File: config.mk
export PLATFORM = sky130hd
export DESIGN_NAME = alu_uart_sequencer
export DESIGN_NICKNAME = d
export VERILOG_FILES = /design/src/rtl/alu_seq_pkg.sv /design/src/rtl/seq_timeout_timer.sv /design/src/rtl/alu_uart_sequencer.sv
export SDC_FILE = /design/constraint.sdc
export NUM_CORES = 1
export LEC_CHECK = 0
export ABC_CLOCK_PERIOD_IN_PS = 1390
export CELL_PAD_IN_SITES_DETAIL_PLACEMENT = 0
export CELL_PAD_IN_SITES_GLOBAL_PLACEMENT = 1
export CORE_ASPECT_RATIO = 0.75
export CORE_MARGIN = 2
export CORE_UTILIZATION = 29
export CTS_CLUSTER_SIZE = 12
export DETAILED_ROUTE_END_ITERATION = 10
export PLACE_DENSITY_LB_ADDON = 0.1
export RECOVER_POWER = 100
export SLEW_MARGIN = 20
export SYNTH_ARGS = -nofsm -noshare
export SYNTH_HDL_FRONTEND = slang
export SYNTH_SLANG_ARGS = --single-unit
File: constraint.sdc
create_clock -name clock -period 1.39 [get_ports clock]
set_input_delay 0.278 -clock clock [delete_from_list [all_inputs] [get_ports clock]]
set_output_delay 0.278 -clock clock [all_outputs]
set_load 0.01 [all_outputs]
File: src/rtl/alu_seq_pkg.sv
// Shared types and constants for the ALU/UART operand sequencer.
package alu_seq_pkg;

    localparam int unsigned N_BITS_DEF = 8;
    localparam int unsigned N_OPS_DEF  = 6;

    typedef enum logic [2:0] {
        S_A       = 3'd0,
        S_B       = 3'd1,
        S_OP      = 3'd2,
        S_EXEC    = 3'd3,
        S_CAPTURE = 3'd4,
        S_TX_WAIT = 3'd5
    } seq_state_e;

    localparam logic [5:0] OP_ADD = 6'b100000;
    localparam logic [5:0] OP_SUB = 6'b100010;
    localparam logic [5:0] OP_AND = 6'b100100;
    localparam logic [5:0] OP_OR  = 6'b100101;
    localparam logic [5:0] OP_XOR = 6'b100110;
    localparam logic [5:0] OP_NOR = 6'b100111;
    localparam logic [5:0] OP_SRA = 6'b000011;
    localparam logic [5:0] OP_SRL = 6'b000010;

    // States in which the sequencer is waiting for an operand/opcode byte after the first.
    function automatic logic awaits_operand(input seq_state_e s);
        return (s == S_B) || (s == S_OP);
    endfunction

endpackage

File: src/rtl/seq_timeout_timer.sv
// Inter-byte timeout counter: counts while enabled, pulses expire_o on the last count.
module seq_timeout_timer #(
    parameter int unsigned TIMEOUT_CYCLES = 1_000_000
) (
    input  logic clock,
    input  logic reset_n,
    input  logic clear_i,
    input  logic enable_i,
    output logic expire_o
);

    localparam int unsigned CNT_W = (TIMEOUT_CYCLES > 1) ? $clog2(TIMEOUT_CYCLES) : 1;

    logic [CNT_W-1:0] cnt_q;

    always_ff @(posedge clock) begin
        if (!reset_n || clear_i) begin
            cnt_q <= '0;
        end else if (enable_i) begin
            cnt_q <= cnt_q + CNT_W'(1);
        end
    end

    assign expire_o = enable_i && (cnt_q == CNT_W'(TIMEOUT_CYCLES - 1));

endmodule

File: src/rtl/alu_uart_sequencer.sv
// Collects A, B, opcode bytes from the UART, drives the registered ALU and sends the result back.
// Optional inter-byte timeout enabled by defining ALU_SEQ_TIMEOUT_EN.
module alu_uart_sequencer
    import alu_seq_pkg::*;
#(
    parameter int unsigned N_BITS         = N_BITS_DEF,
    parameter int unsigned N_OPS          = N_OPS_DEF,
    parameter int unsigned TIMEOUT_CYCLES = 1_000_000
) (
    input  logic              clock,
    input  logic              reset_n,
    input  logic [N_BITS-1:0] rx_data,
    input  logic              rx_done,
    input  logic              tx_done,
    input  logic [N_BITS-1:0] alu_result,
    output logic [N_BITS-1:0] data_a,
    output logic [N_BITS-1:0] data_b,
    output logic [N_OPS-1:0]  op,
    output logic [N_BITS-1:0] tx_data,
    output logic              tx_start,
    output logic              busy,
    output logic              rx_drop
);

    seq_state_e        state_q;
    logic [N_BITS-1:0] data_a_q;
    logic [N_BITS-1:0] data_b_q;
    logic [N_OPS-1:0]  op_q;
    logic [N_BITS-1:0] tx_data_q;
    logic              tx_start_q;
    logic              busy_q;
    logic              rx_drop_q;
    logic              timeout_c;

`ifdef ALU_SEQ_TIMEOUT_EN
    logic timer_en_c;
    logic timer_clr_c;

    assign timer_en_c  = awaits_operand(state_q);
    // Leaving B/OP always goes through rx_done or expiry, so this covers every state change.
    assign timer_clr_c = rx_done || !timer_en_c;

    seq_timeout_timer #(
        .TIMEOUT_CYCLES (TIMEOUT_CYCLES)
    ) u_timer (
        .clock    (clock),
        .reset_n  (reset_n),
        .clear_i  (timer_clr_c),
        .enable_i (timer_en_c),
        .expire_o (timeout_c)
    );
`else
    logic [31:0] unused_timeout;
    assign unused_timeout = 32'(TIMEOUT_CYCLES);
    assign timeout_c      = 1'b0;
`endif

    always_ff @(posedge clock) begin
        if (!reset_n) begin
            state_q    <= S_A;
            data_a_q   <= '0;
            data_b_q   <= '0;
            op_q       <= '0;
            tx_data_q  <= '0;
            tx_start_q <= 1'b0;
            busy_q     <= 1'b0;
            rx_drop_q  <= 1'b0;
        end else begin
            tx_start_q <= 1'b0;
            rx_drop_q  <= 1'b0;
            case (state_q)
                S_A: begin
                    if (rx_done) begin
                        data_a_q <= rx_data;
                        state_q  <= S_B;
                    end
                end
                S_B: begin
                    if (rx_done) begin
                        data_b_q <= rx_data;
                        state_q  <= S_OP;
                    end else if (timeout_c) begin
                        state_q <= S_A;
                    end
                end
                S_OP: begin
                    if (rx_done) begin
                        op_q    <= rx_data[N_OPS-1:0];
                        state_q <= S_EXEC;
                        busy_q  <= 1'b1;
                    end else if (timeout_c) begin
                        state_q <= S_A;
                    end
                end
                S_EXEC: begin
                    rx_drop_q <= rx_done;
                    state_q   <= S_CAPTURE;
                end
                S_CAPTURE: begin
                    rx_drop_q  <= rx_done;
                    tx_data_q  <= alu_result;
                    tx_start_q <= 1'b1;
                    state_q    <= S_TX_WAIT;
                end
                S_TX_WAIT: begin
                    rx_drop_q <= rx_done;
                    if (tx_done) begin
                        state_q <= S_A;
                        busy_q  <= 1'b0;
                    end
                end
                default: begin
                    state_q <= S_A;
                    busy_q  <= 1'b0;
                end
            endcase
        end
    end

    assign data_a   = data_a_q;
    assign data_b   = data_b_q;
    assign op       = op_q;
    assign tx_data  = tx_data_q;
    assign tx_start = tx_start_q;
    assign busy     = busy_q;
    assign rx_drop  = rx_drop_q;

endmodule

## Yosys cells after proc, flatten, opt, wreduce, memory -nomap -nowiden

Index checks and enable logic that the tools add are counted.

| storage, ports and cells | value |
|---|---|
| register bits after elaboration | 36 |
| input port bits | 20 |
| output and inout port bits | 33 |
| word-level logic and storage cells | 36 |

| operators by class | value |
|---|---|
| eq/ne operators | 9 |
| mux-type cells | 9 |
| bitwise gates (word level) | 1 |
| reduce and logical (&&, ||, !) cells | 9 |

Operator list:

| kind | count |
|---|---|
| $pmux W3 S6 | 1 |
| $mux W3 | 4 |
| $ne A2 B2 Y1 const B | 4 |
| $reduce_and A2 Y1 | 4 |
| $eq A3 B2 Y1 const B | 2 |
| $eq A3 B3 Y1 const B | 2 |
| $reduce_and A4 Y1 | 1 |
| $reduce_or A4 Y1 | 1 |
| $eq A3 B1 Y1 const B | 1 |
| $logic_not A3 Y1 | 1 |
| $mux W1 | 3 |
| $pmux W1 S3 | 1 |
| $reduce_and A3 Y1 | 1 |
| $reduce_or A3 Y1 | 1 |
| $not A1 Y1 | 1 |

## Depth between registers and ports, before layout

| depth | value |
|---|---|
| depth after elaboration | 4 |
| gate-level depth with buffers | 5 |
| gate-level depth less buffers | 3 |

## Worst setup path before layout

OpenSTA, ideal clock, no wires.

| timing path | value |
|---|---|
| path type | register to register |
| from | reg state_q[0] |
| to | reg data_a_q[5] (netlist: data_a[5]) |
| setup time | 0.114 ns |
| arrival | 1.249 ns |
| required time | 1.276 ns |
| slack | 0.027 ns |
| cell stages (with the launch flop) | 6 |
| path buffers | 2 |
| clock period less this slack | 1.363 ns |
| path through | dfxtp_1 or4b_1 buf_6 buf_12 nand3_2 o21ai_2 |

| between the ends | value |
|---|---|
| word-level cells in the longest chain between the ends | 2 |

Ends and longest elaborated chain:

| element | line | text |
|---|---|---|
| from (decl) | alu_uart_sequencer.sv:25 | `seq_state_e state_q;` |
| from (signal assigned) | alu_uart_sequencer.sv:60 | `state_q <= S_A;` |
| from (signal assigned) | alu_uart_sequencer.sv:75 | `state_q <= S_B;` |
| from (signal assigned) | alu_uart_sequencer.sv:81 | `state_q <= S_OP;` |
| $logic_not A3 Y1 | alu_uart_sequencer.sv:71 | `case (state_q)` |
| $reduce_and A2 Y1 (no source line) | - |  |
| to (signal assigned) | alu_uart_sequencer.sv:74 | `data_a_q <= rx_data;` |
| to (decl) | alu_uart_sequencer.sv:26 | `logic [N_BITS-1:0] data_a_q;` |

Every way passes these cells.
A chain may end at the register's enable or synchronous reset.

## Worst setup path in the final report

| timing path | value |
|---|---|
| from | reg state_q[1] |
| to | reg data_a_q[1] (netlist: data_a[1]) |

The elaborated chain is that of the path after synthesis.

==> impl_metrics.yaml <==
hold_path:
  hp-class: "reg -> reg"
  min_from: "data_a[4]"
  hold_end: "data_a[4]"
  hold_path_depth: 2
layout:
  syn_to_final_growth_pct: 46.8
  drive_gt1_share_pct: 14.4
  fin_cells: 255
  final_cell_mix: "34 x dfxtp_1, 34 x dlygate4sd2_1, 23 x nor2b_1"
  fin_nets: 215
  fin_util_pct: 43.8
  diodes: 0
yosys:
  ys_ff_latch: 36
  synthesis.nets: 159
  synth.top_cell.area_share_pct: 49.5
  syn_area_mm2: 0.00146
  syn_inst: 139
  yosys-top-cells-area: "dfxtp_1 50%, mux2i_1 15%, nor2b_1 9.9%"
  synth_seq_area_share_pct: 49.5
  yosysWarnings: 0
  ys_types: 24
  yosysTopAreaCell: "dfxtp_1"
  synth_area_per_cell_um2: 10.5
worst_setup_path:
  rrSetupSlack_ns: 0.05
  regToRegEndpoint: "data_a[1]"
  path_class: "reg -> reg"
  critPathSlowestCell: "or4b_4"
  rr_startpoint: "state_q[1]"
  arrival_ns: 1.51
  cp.required_ns: 1.56
  cp_top_family: "simple AND/OR/NAND/NOR gates"
  rr_worst_depth: 4
  end_kind: "flop"
  critical_path.max_fanout: 16
  slowest_delay_ns: 0.51
  worstPathCellList: "or4b_4, buf_8, nand3_1, o21ai_0"
  worst_setup_path_start_kind: "flop"
  cp.buffers_inverters: 1
placement:
  dpl.hpwl_mm: 2.39
  io_buffers: 52
  place_inst: 248
  gp_congestion: 0.709
global_route:
  grt_max_degree: 45
  grt_pass1_vias: 1075
  track_usage_pct: 12.6
  antenna_found_initial: 0
  overflow: 0
  grt_pass1_wl_mm: 5.40
route:
  dr.pass1.iters: 7
  drt-initial-drc-count: 32
  drc: 2
  drt_wl_total_mm: 3.37
  ant_nets: 0
  via_per_inst: 4.38
  vias: 1118
  wl_per_cell_um: 13.2
cts:
  cts_root_buffer: "clkbuf_8"
  numCtsBuffers: 5
  clk_path_buf_depth: 2
  post-cts-setup-buffer-count: 0
  clk_latency_ns: 0.28
  cts_tree: "yes"
  cts.sink_count: 36
  holdBufCountCts: 0
  cts.clk_slew.worst_paths_ns: 0.07
  htreeDepth: 2
timing:
  fin_crit_sh_pct: 96.3
  fmax_mhz: 747
  drv_slew: 0
  rsz0062_at_grt: "no"
  hold_viol: 0
  finalSetupViolations: 0
  relSlewSlack_pct: 81.0
  worstMarginPinSlew_ns: 0.285
  worst_clock_skew_ns: 0.00445
  min_period_ns: 1.34
run_status:
  status: "complete, but fails checks"
  violations: "DRC"
pwr:
  peakVddDrop_uv: 519
  leakage_uw: 0.000883
  power.density_mw_per_mm2: 987
floorplan:
  die_h_um: 65.3
  die_area_mm2: 0.00561
  io_pins: 53
  initial_core_util_pct: 29.9
  die_x_um: 85.8
  rows: 22
  fp.coreArea_mm2: 0.00487
run:
  maxCapViolCount: 0
[cell families (layout without fill, tap and decap cells)]
kind of cell    after synthesis  count (layout)  share of synthesized area (%)
simple gates                 54              54                           22.4
compound gates               15              15                           7.82
buf+inv                      12              68                           5.07
flops                        36              36                           49.5
mux                          22              22                           15.1
[power breakdown]
part	switching [uW]	internal, uW
Combinational	141	174
Clock	349	341
Sequential	27.7	1080
[routing by layer]
metal	routed length (um)	GRT usage (%)	vias to the layer above
li1	-	-	578
met1	1710	17.3	511
met2	1450	18.3	27
met3	179	4.27	2
met4	24	4.76	0
met5	0	0	-
[worst register-to-register path, stage by stage (launching register included)]
cell and delay [ns]:
dfxtp_1 0.39, or4b_4 0.51, buf_8 0.17, nand3_1 0.09
o21ai_0 0.07
[state kept, by name, indices dropped and copies added, names as in the netlist]
signal	cells
data_a	8
data_b	8
tx_data	8
op	6
state_q	3
busy	1
rx_drop	1
tx_start	1
[worst max path at each step]
stage                     startpoint        end  depth (start not counted)
after floorplan           state_q[0]  data_a[5]                          5
after global placement       rx_done  data_a[4]                          5
after detailed placement     rx_done  data_a[1]                          5
after CTS                 state_q[2]  data_b[2]                          5
after global routing      state_q[1]  data_a[1]                          4
final                     state_q[1]  data_a[1]                          4
[stage by stage]
stage | hold slack (ns) | cell area [um^2] | power (uW) | setup TNS, ns | setup slack (ns)
after floorplan | 0.394 | 1460 | 1290 | 0 | 0.0271
after global routing | 0.496 | 2140 | 2220 | 0 | 0.00434
after CTS | 0.472 | 2110 | 2140 | 0 | 0.0158
after detailed placement | 0.465 | 2060 | 1460 | -7.33 | -0.375
final | 0.469 | 2140 | 2110 | 0 | 0.0514
after global placement | 0.444 | 2060 | 1450 | -7.23 | -0.370
[layout make-up]
type,count,area [um^2]
fill,487,2740
sequential,36,723
multi-input combinational,91,691
timing repair buffer,60,566
tap,60,75.1
clock buffer,6,72.6
clock inverter,1,5.00
inverter,1,3.75
[cell usage after synthesis (all sizes together)]
cell / count
dfxtp: 36
nor2b: 23
mux2i: 22
nand2: 11
nand3: 9
o21ai: 8
buf: 6
clkbuf: 5
a21boi: 3
a21oi: 3
nor3b: 3
a31oi: 1
and2: 1
and2b: 1
and4bb: 1
inv: 1
nand2b: 1
nand3b: 1
nor2: 1
nor4bb: 1
or4b: 1
[timing repair]
action                                 4_1_cts  5_1_grt
setup endpoints to repair                   49       22
gates resized for setup                     38        7
pin swaps                                    1        1
endpoints found under the hold margin        0        0
Power figures use the tool's default switching activity.
